--- src/rtl/mem_arbiter_pkg.sv ---
// Shared constants and FSM encoding for the fetch/data memory arbiter.
// Widths match the DECODER bus constants.
package mem_arbiter_pkg;

    localparam int unsigned ADR_W = 20;
    localparam int unsigned DAT_W = 16;
    localparam int unsigned RUN_W = 4;

    typedef enum logic [1:0] {
        ARB_IDLE  = 2'd0,
        ARB_FETCH = 2'd1,
        ARB_DATA  = 2'd2,
        ARB_DRAIN = 2'd3
    } arb_state_e;

endpackage

--- src/rtl/mem_arbiter_if.sv ---
// Fetch port, data port and external memory bus grouped for mem_arbiter.
// The master modport is the arbiter's view; slave is the requester/memory side.
interface mem_arbiter_if;
    import mem_arbiter_pkg::*;

    logic             freq;
    logic [ADR_W-1:0] fadr;
    logic             fack;
    logic [DAT_W-1:0] fdtr;
    logic             sigflush;

    logic             dreq;
    logic             dwe;
    logic [ADR_W-1:0] dadr;
    logic [DAT_W-1:0] dwdata;
    logic             dack;
    logic [DAT_W-1:0] drdata;

    logic             mreq;
    logic             mwe;
    logic [ADR_W-1:0] madr;
    logic [DAT_W-1:0] mdto;
    logic             mack;
    logic [DAT_W-1:0] mdti;

    modport master (
        input  freq, fadr, sigflush, dreq, dwe, dadr, dwdata, mack, mdti,
        output fack, fdtr, dack, drdata, mreq, mwe, madr, mdto
    );

    modport slave (
        output freq, fadr, sigflush, dreq, dwe, dadr, dwdata, mack, mdti,
        input  fack, fdtr, dack, drdata, mreq, mwe, madr, mdto
    );

endinterface

--- src/rtl/mem_arbiter_fair_cnt.sv ---
// arb_fair_cnt: counts data grants made while a fetch waits and flags when
// the run limit is reached. Instantiated only under ARB_FAIRNESS_EN.
module arb_fair_cnt
    import mem_arbiter_pkg::*;
#(
    parameter int unsigned MAX_DATA_RUN = 4
) (
    input  logic clk,
    input  logic rst,
    input  logic in_idle,
    input  logic freq,
    input  logic fetch_grant,
    input  logic data_grant,
    output logic at_limit
);

    localparam logic [RUN_W-1:0] RUN_LIMIT = RUN_W'(MAX_DATA_RUN);

    logic [RUN_W-1:0] cnt_q, cnt_d;

    always_comb begin
        cnt_d = cnt_q;
        if (fetch_grant || (in_idle && !freq)) begin
            cnt_d = '0;
        end else if (data_grant && freq) begin
            cnt_d = cnt_q + 1'b1;
        end
    end

    always_ff @(posedge clk or posedge rst) begin
        if (rst) begin
            cnt_q <= '0;
        end else begin
            cnt_q <= cnt_d;
        end
    end

    assign at_limit = (cnt_q == RUN_LIMIT);

endmodule

--- src/rtl/mem_arbiter.sv ---
// Two-port memory arbiter: instruction fetch vs load/store on one bus.
// Define ARB_FAIRNESS_EN to bound consecutive data grants while a fetch waits.
module mem_arbiter
    import mem_arbiter_pkg::*;
#(
    parameter int unsigned MAX_DATA_RUN = 4
) (
    input  logic          clk,
    input  logic          rst,
    mem_arbiter_if.master bus
);

    if (MAX_DATA_RUN < 1 || MAX_DATA_RUN > 15) begin : g_bad_run
        $error("MAX_DATA_RUN out of range 1..15");
    end

    arb_state_e       state_q, state_d;
    logic             mreq_q, mreq_d;
    logic             mwe_q, mwe_d;
    logic             fack_q, fack_d;
    logic             dack_q, dack_d;
    logic [ADR_W-1:0] madr_q, madr_d;
    logic [DAT_W-1:0] mdto_q, mdto_d;
    logic [DAT_W-1:0] fdtr_q, fdtr_d;
    logic [DAT_W-1:0] drdata_q, drdata_d;

    logic fetch_ok;
    logic fetch_pri;
    logic fetch_grant;
    logic data_grant;

    assign fetch_ok = bus.freq && !bus.sigflush;

`ifdef ARB_FAIRNESS_EN
    arb_fair_cnt #(
        .MAX_DATA_RUN(MAX_DATA_RUN)
    ) u_fair_cnt (
        .clk        (clk),
        .rst        (rst),
        .in_idle    (state_q == ARB_IDLE),
        .freq       (bus.freq),
        .fetch_grant(fetch_grant),
        .data_grant (data_grant),
        .at_limit   (fetch_pri)
    );
`else
    assign fetch_pri = 1'b0;
`endif

    always_comb begin
        state_d     = state_q;
        mreq_d      = mreq_q;
        mwe_d       = mwe_q;
        madr_d      = madr_q;
        mdto_d      = mdto_q;
        fdtr_d      = fdtr_q;
        drdata_d    = drdata_q;
        fack_d      = 1'b0;
        dack_d      = 1'b0;
        fetch_grant = 1'b0;
        data_grant  = 1'b0;

        case (state_q)
            ARB_IDLE: begin
                if (fetch_ok && fetch_pri) begin
                    fetch_grant = 1'b1;
                end else if (bus.dreq) begin
                    data_grant = 1'b1;
                end else if (fetch_ok) begin
                    fetch_grant = 1'b1;
                end
            end
            ARB_FETCH: begin
                // A flush racing the completion just drops the data.
                if (bus.mack) begin
                    mreq_d  = 1'b0;
                    state_d = ARB_IDLE;
                    if (!bus.sigflush) begin
                        fack_d = 1'b1;
                        fdtr_d = bus.mdti;
                    end
                end else if (bus.sigflush) begin
                    state_d = ARB_DRAIN;
                end
            end
            ARB_DRAIN: begin
                if (bus.mack) begin
                    mreq_d  = 1'b0;
                    state_d = ARB_IDLE;
                end
            end
            ARB_DATA: begin
                if (bus.mack) begin
                    mreq_d  = 1'b0;
                    dack_d  = 1'b1;
                    state_d = ARB_IDLE;
                    if (!mwe_q) begin
                        drdata_d = bus.mdti;
                    end
                end
            end
            default: state_d = ARB_IDLE;
        endcase

        if (fetch_grant) begin
            state_d = ARB_FETCH;
            mreq_d  = 1'b1;
            mwe_d   = 1'b0;
            madr_d  = bus.fadr;
            mdto_d  = '0;
        end
        if (data_grant) begin
            state_d = ARB_DATA;
            mreq_d  = 1'b1;
            mwe_d   = bus.dwe;
            madr_d  = bus.dadr;
            mdto_d  = bus.dwdata;
        end
    end

    always_ff @(posedge clk or posedge rst) begin
        if (rst) begin
            state_q  <= ARB_IDLE;
            mreq_q   <= 1'b0;
            mwe_q    <= 1'b0;
            madr_q   <= '0;
            mdto_q   <= '0;
            fack_q   <= 1'b0;
            dack_q   <= 1'b0;
            fdtr_q   <= '0;
            drdata_q <= '0;
        end else begin
            state_q  <= state_d;
            mreq_q   <= mreq_d;
            mwe_q    <= mwe_d;
            madr_q   <= madr_d;
            mdto_q   <= mdto_d;
            fack_q   <= fack_d;
            dack_q   <= dack_d;
            fdtr_q   <= fdtr_d;
            drdata_q <= drdata_d;
        end
    end

    assign bus.mreq   = mreq_q;
    assign bus.mwe    = mwe_q;
    assign bus.madr   = madr_q;
    assign bus.mdto   = mdto_q;
    assign bus.fack   = fack_q;
    assign bus.dack   = dack_q;
    assign bus.fdtr   = fdtr_q;
    assign bus.drdata = drdata_q;

endmodule

--- src/flat_wrapper.sv ---
// flat-port wrapper written by rule: the top's interface ports become plain ports
module mem_arbiter_flat import mem_arbiter_pkg::*;
#(
    parameter int unsigned MAX_DATA_RUN = 4
)
  (clk, rst, bus_freq, bus_fadr, bus_sigflush, bus_dreq, bus_dwe, bus_dadr, bus_dwdata, bus_mack, bus_mdti, bus_fack, bus_fdtr, bus_dack, bus_drdata, bus_mreq, bus_mwe, bus_madr, bus_mdto);
  mem_arbiter_if bus_i ();
  input  logic clk;
  input  logic rst;
  input wire logic [$bits(bus_i.freq)-1:0] bus_freq;
  input wire logic [$bits(bus_i.fadr)-1:0] bus_fadr;
  input wire logic [$bits(bus_i.sigflush)-1:0] bus_sigflush;
  input wire logic [$bits(bus_i.dreq)-1:0] bus_dreq;
  input wire logic [$bits(bus_i.dwe)-1:0] bus_dwe;
  input wire logic [$bits(bus_i.dadr)-1:0] bus_dadr;
  input wire logic [$bits(bus_i.dwdata)-1:0] bus_dwdata;
  input wire logic [$bits(bus_i.mack)-1:0] bus_mack;
  input wire logic [$bits(bus_i.mdti)-1:0] bus_mdti;
  output wire logic [$bits(bus_i.fack)-1:0] bus_fack;
  output wire logic [$bits(bus_i.fdtr)-1:0] bus_fdtr;
  output wire logic [$bits(bus_i.dack)-1:0] bus_dack;
  output wire logic [$bits(bus_i.drdata)-1:0] bus_drdata;
  output wire logic [$bits(bus_i.mreq)-1:0] bus_mreq;
  output wire logic [$bits(bus_i.mwe)-1:0] bus_mwe;
  output wire logic [$bits(bus_i.madr)-1:0] bus_madr;
  output wire logic [$bits(bus_i.mdto)-1:0] bus_mdto;
  assign bus_i.freq = bus_freq;
  assign bus_i.fadr = bus_fadr;
  assign bus_i.sigflush = bus_sigflush;
  assign bus_i.dreq = bus_dreq;
  assign bus_i.dwe = bus_dwe;
  assign bus_i.dadr = bus_dadr;
  assign bus_i.dwdata = bus_dwdata;
  assign bus_i.mack = bus_mack;
  assign bus_i.mdti = bus_mdti;
  assign bus_fack = bus_i.fack;
  assign bus_fdtr = bus_i.fdtr;
  assign bus_dack = bus_i.dack;
  assign bus_drdata = bus_i.drdata;
  assign bus_mreq = bus_i.mreq;
  assign bus_mwe = bus_i.mwe;
  assign bus_madr = bus_i.madr;
  assign bus_mdto = bus_i.mdto;
  mem_arbiter #(.MAX_DATA_RUN(MAX_DATA_RUN)) u_core (.clk(clk), .rst(rst), .bus(bus_i));
endmodule
--- config.mk ---
export PLATFORM = sky130hd
export DESIGN_NAME = mem_arbiter_flat
export DESIGN_NICKNAME = d
export VERILOG_FILES = /design/src/rtl/mem_arbiter_pkg.sv /design/src/rtl/mem_arbiter_if.sv /design/src/rtl/mem_arbiter_fair_cnt.sv /design/src/rtl/mem_arbiter.sv /design/src/flat_wrapper.sv
export SDC_FILE = /design/constraint.sdc
export NUM_CORES = 1
export LEC_CHECK = 0
export BUFFER_PORTS_ARGS = -buffer_cell sky130_fd_sc_hd__buf_2
export CAP_MARGIN = 30
export CORE_AREA = 2 2 89 91
export CTS_CLUSTER_SIZE = 8
export DETAILED_ROUTE_END_ITERATION = 10
export DIE_AREA = 0 0 91 93
export PLACE_DENSITY_LB_ADDON = 0.25
export SYNTH_ARGS = -nofsm -noshare
export SYNTH_HDL_FRONTEND = slang
export SYNTH_SLANG_ARGS = --single-unit
--- constraint.sdc ---
create_clock -name clk -period 5.8 [get_ports clk]
set_clock_uncertainty 0.1 [all_clocks]
set_input_delay 0.29 -clock clk [delete_from_list [all_inputs] [get_ports clk]]
set_output_delay 0.29 -clock clk [all_outputs]
set_load 0.05 [all_outputs]
* Word-level counts from Yosys, hierarchy flattened
Index checks and enable logic that the tools add are counted.
** Storage, ports and cells
- Flip-flop bits (word level) :: 74
- Input bits :: 79
- Output and inout bits :: 72
** Cells by class
- Eq/ne operators :: 5
- Mux-type cells :: 26
- Bitwise gates (word level) :: 2
- Reduce and logical (&&, ||, !) cells :: 13
** Operators by type and width (count)
- two-way mux 20 bit :: 2
- two-way mux 16 bit :: 2
- two-way mux 1 bit :: 16
- two-way mux 2 bit :: 5
- AND reduction 3 bit :: 3
- nonzero test 3 bit :: 2
- != test 5 x 3 -> 1 bit, second input constant :: 1
- == test 2 bit, second input constant :: 2
- != test 4 x 1 -> 1 bit, second input constant :: 1
- one-hot mux 2 bit (2 select lines) :: 1
- nonzero test 4 bit :: 1
- OR reduction 3 bit :: 1
- == test 2 x 1 -> 1 bit, second input constant :: 1
- logical NOT 2 bit :: 1
- inverter 1 bit :: 2
- AND reduction 2 bit :: 1
- nonzero test 2 bit :: 1
- OR reduction 2 bit :: 1
- logical AND 1 bit :: 1
- logical NOT 1 bit :: 1

* Logic depth before layout (Yosys ltp)
- Word-level depth :: 7
- Depth in mapped cells :: 6
- Gate-level depth less buffers :: 3

* Least setup slack after synthesis
No wires, ideal clock.
- Kind :: register to register
- From :: register u_core.mwe_q, in the netlist u_core.bus.mwe
- To :: register u_core.drdata_q[10], in the netlist u_core.bus.drdata[10]
- Library setup time :: 0.125 ns
- Arrival :: 1.453 ns
- Required time :: 5.575 ns
- Setup slack :: 4.122 ns
- Cell stages (with the launch flop) :: 4
- Period minus slack after synthesis :: 1.678 ns
- Cells stage by stage :: dfrtp_1 > nor3_4 > buf_6 > mux2_2
** On the way
- Cells in the longest elaborated chain, start to end :: 2
** RTL lines
- from (decl) :: RTL line mem_arbiter.sv:19 : logic mwe_q, mwe_d;
- from (signal assigned) :: RTL line mem_arbiter.sv:135 : mwe_q <= mwe_d;
- inverter 1 bit (no source line)
- AND reduction 3 bit (no source line)
- to (signal assigned) :: RTL line mem_arbiter.sv:141 : drdata_q <= drdata_d;
- to (decl) :: RTL line mem_arbiter.sv:25 : logic [DAT_W-1:0] drdata_q, drdata_d;
Every way passes these cells.
A chain may end at the register's enable or synchronous reset.

* Worst setup path in the final report
- From :: register u_core.state_q[0]
- To :: register u_core.fdtr_q[5], in the netlist u_core.bus.fdtr[5]
** On the way
- Cells in the longest elaborated chain, start to end :: 2
** RTL lines
- from (decl) :: RTL line mem_arbiter.sv:17 : arb_state_e state_q, state_d;
- from (signal assigned) :: RTL line mem_arbiter.sv:133 : state_q <= state_d;
- == test 2 x 1 -> 1 bit :: RTL line mem_arbiter.sv:63 : case (state_q)
- AND reduction 3 bit (no source line)
- to (signal assigned) :: RTL line mem_arbiter.sv:140 : fdtr_q <= fdtr_d;
- to (decl) :: RTL line mem_arbiter.sv:24 : logic [DAT_W-1:0] fdtr_q, fdtr_d;
Every way passes these cells.

==> out/summary.txt <==
outcome: finished clean
commonest non-fill, non-tap cells in the layout: buf_2 (150), dfrtp_1 (74), mux2_2 (32), nand2_1 (25), nor2_1 (21)
Mapped Avg Cell Area: 13.48 um2
hold_sp: bus_dwdata[11]
leak pwr: 1.938 nW
path type of the worst setup path: flip-flop to flip-flop
Post-CTS Hold Buffers: 0
area of the multi-input gates: 1017 um2
capture point of the worst reg-to-reg path: u_core.bus.fdtr[5]
WHS: 0.07267 ns
Routed Antenna Nets: 0
Final Hold Fails: 0
detailed-route wire length per cell: 13.86 um
DP Area: 3770 um2
period utilization: 33.61%
Area growth syn-to-layout: 33.45%
Mapped Area: 2952 um2
Synth top area share: 62.74%
drt pass-1 iters: 4
depth of the worst register-to-register path: 3
Max-Cap Viols: 0
setup tns final: 0 ns
Die ar.: 8463 um2
clock buffer depth: 2
CP max FO: 17
Post-CTS Setup Repair Bufs: 0
min cycle time layout: 1.949 ns
Worst-path clk slew: 0.08 ns
clk_lat worst skew: 0.33 ns
Startpoint Class: flip-flop
TritonCTS buffer count: 9
setup violators final: 0
fin nets: 446
gr ovfl total: 0
syn_nets: 298
# IOs: 151
Least-Margin Pin Slew: 0.8811 ns
clk sink count: 74
peak supply drop: 0.1996 mV
hold depth: 2
delay of the slowest critical-path stage: 0.65 ns
Hold Path Sink: u_core.bus.mdto[11]
Residual DRC: 0
flop2flop setup slack: 3.85 ns
Yosys cell types: 21
CTS tree: done
GPL Wtd Cong: 0.7646
RSZ-0062 raised after global routing: false
routed vias: 2234
Via density: 4.713
first-pass GRT wire length: 10.68 mm
reg2reg start: u_core.state_q[0]
H-tree depth: 3
Critical Path RT: 5.92 ns
initial antenna violation count: 0
row cnt: 32
Die Wd: 91 um
Hold WC Path Type: primary input to flip-flop
Fmax: 513.0 MHz
synthesized flop and latch total: 74
synth warn: 0
Core ar.: 7527 um2
critical path cell sequence: nand2_1 > nor3_4 > mux2_2
final WL: 6.571 mm
fin area: 3939 um2
commonest non-fill, non-tap cell in the layout: buf_2
layout cells sized above 1: 60.75%
vias in the first global route: 2212
synthesized instance count: 219
post_cts resized: 0
Arr. time, crit path: 2.07 ns
# diodes: 0
gr usage total: 16.08%
die height: 93 um
initial core utilization: 39.21%
top post-synthesis cells by area: dfrtp_1 (63%), mux2_2 (12%), o221a_2 (7.6%)
Worst setup EP type: flip-flop
Synth area leader: dfrtp_1
post-synthesis sequential area ratio: 62.74%
Filler Cells Inserted: 722
half-perimeter wire length after placement: 4.696 mm
CP max stage cell: nor3_4
PwrDens: 593.5 nW/um2
slew margin rel.: 41.26%
register area: 1852 um2
Port Buffers: 150
Pins Over Slew Limit: 0
CTS root buf: clkbuf_8
largest net degree at the start of global routing: 75
DR iter-0 viols: 62
through the flow:
stage / total power, mW / setup WS (ns) / cells / utilization [%]
after floorplan: 1.736 / 3.528 / 219 / -
after global placement: 2.004 / 3.847 / 458 / 50.08
after detailed placement: 2.018 / 3.833 / 458 / 50.08
after CTS: 2.364 / 3.824 / 474 / 52.33
after global routing: 2.454 / 3.740 / 474 / 52.33
final: 2.338 / 3.851 / 474 / 52.33
logic make-up (layout without fill, tap and decap cells):
family,Yosys count,count (layout),share of synthesized area [%]
AND/OR/NAND/NOR,53,53,8.097
multiplexers,32,32,12.21
buffers and inverters,17,170,3.010
flip-flops,74,74,62.74
AO/OA/AOI/OAI,43,43,13.95
Yosys cell counts:
cell type / count
a21oi_1: 1
a22o_1: 17
and2_1: 1
buf_2: 8
buf_6: 2
clkbuf_1: 5
dfrtp_1: 74
inv_1: 2
mux2_2: 32
nand2_1: 25
nand2_2: 1
nor2_1: 21
nor2_2: 1
nor2b_1: 1
nor3_4: 2
nor4b_1: 1
o21a_1: 1
o21ai_0: 2
o21ai_2: 1
o221a_2: 20
o22ai_1: 1
layout make-up:
cell class                      instances  share of cell area (%)
Clock buffer                           10                   3.240
Sequential cell                        74                   47.01
Clock inverter                          6                   1.048
Timing Repair Buffer                  152                   19.44
Tap cell                              102                   3.240
Inverter                                2                  0.1906
Multi-Input combinational cell        128                   25.83
where the power goes:
| part | leakage, nW | total [mW] | switching [mW] | internal (mW) |
|---|---|---|---|---|
| Clock | 0.0787 | 0.340 | 0.185 | 0.155 |
| Sequential | 0.886 | 0.811 | 0.103 | 0.708 |
| Combinational | 0.973 | 1.19 | 0.878 | 0.309 |
| Total | 1.94 | 2.34 | 1.17 | 1.17 |
worst max path at each step:
stage | start | end | slack [ns] | cells after the start
final | u_core.state_q[0] | u_core.bus.fdtr[5] | 3.85 | 3
after global routing | u_core.state_q[0] | u_core.bus.fdtr[1] | 3.74 | 3
after CTS | u_core.state_q[0] | u_core.bus.fdtr[5] | 3.82 | 3
after detailed placement | u_core.state_q[0] | u_core.bus.fdtr[3] | 3.83 | 3
after global placement | u_core.state_q[0] | u_core.bus.fdtr[4] | 3.85 | 3
after floorplan | rst | u_core.bus.dack | 3.53 | 1
layer usage:
metal  track usage, %  part of all wire [%]
met1            21.75                    46
met2            24.81                    45
met3            4.029                   7.9
met4            6.818                   1.3
met5                0                     0
flip-flops by register name, summed over array words and instances, names as in the netlist:
| name | count |
|---|---|
| u_core.bus.fdtr | 16 |
| u_core.bus.mwe | 1 |
| u_core.state_q | 2 |
| u_core.bus.mdto | 16 |
| u_core.bus.madr | 20 |
| u_core.bus.mreq | 1 |
| u_core.bus.fack | 1 |
| u_core.bus.drdata | 16 |
| u_core.bus.dack | 1 |
worst max-delay path: cells and delay by family (launching register included):
| kind | cells | cell delay, ns |
|---|---|---|
| and+or+nand+nor | 2 | 0.80 |
| DFF | 1 | 0.53 |
| muxes | 1 | 0.41 |
No activity file was read; power rests on OpenSTA's default activity.
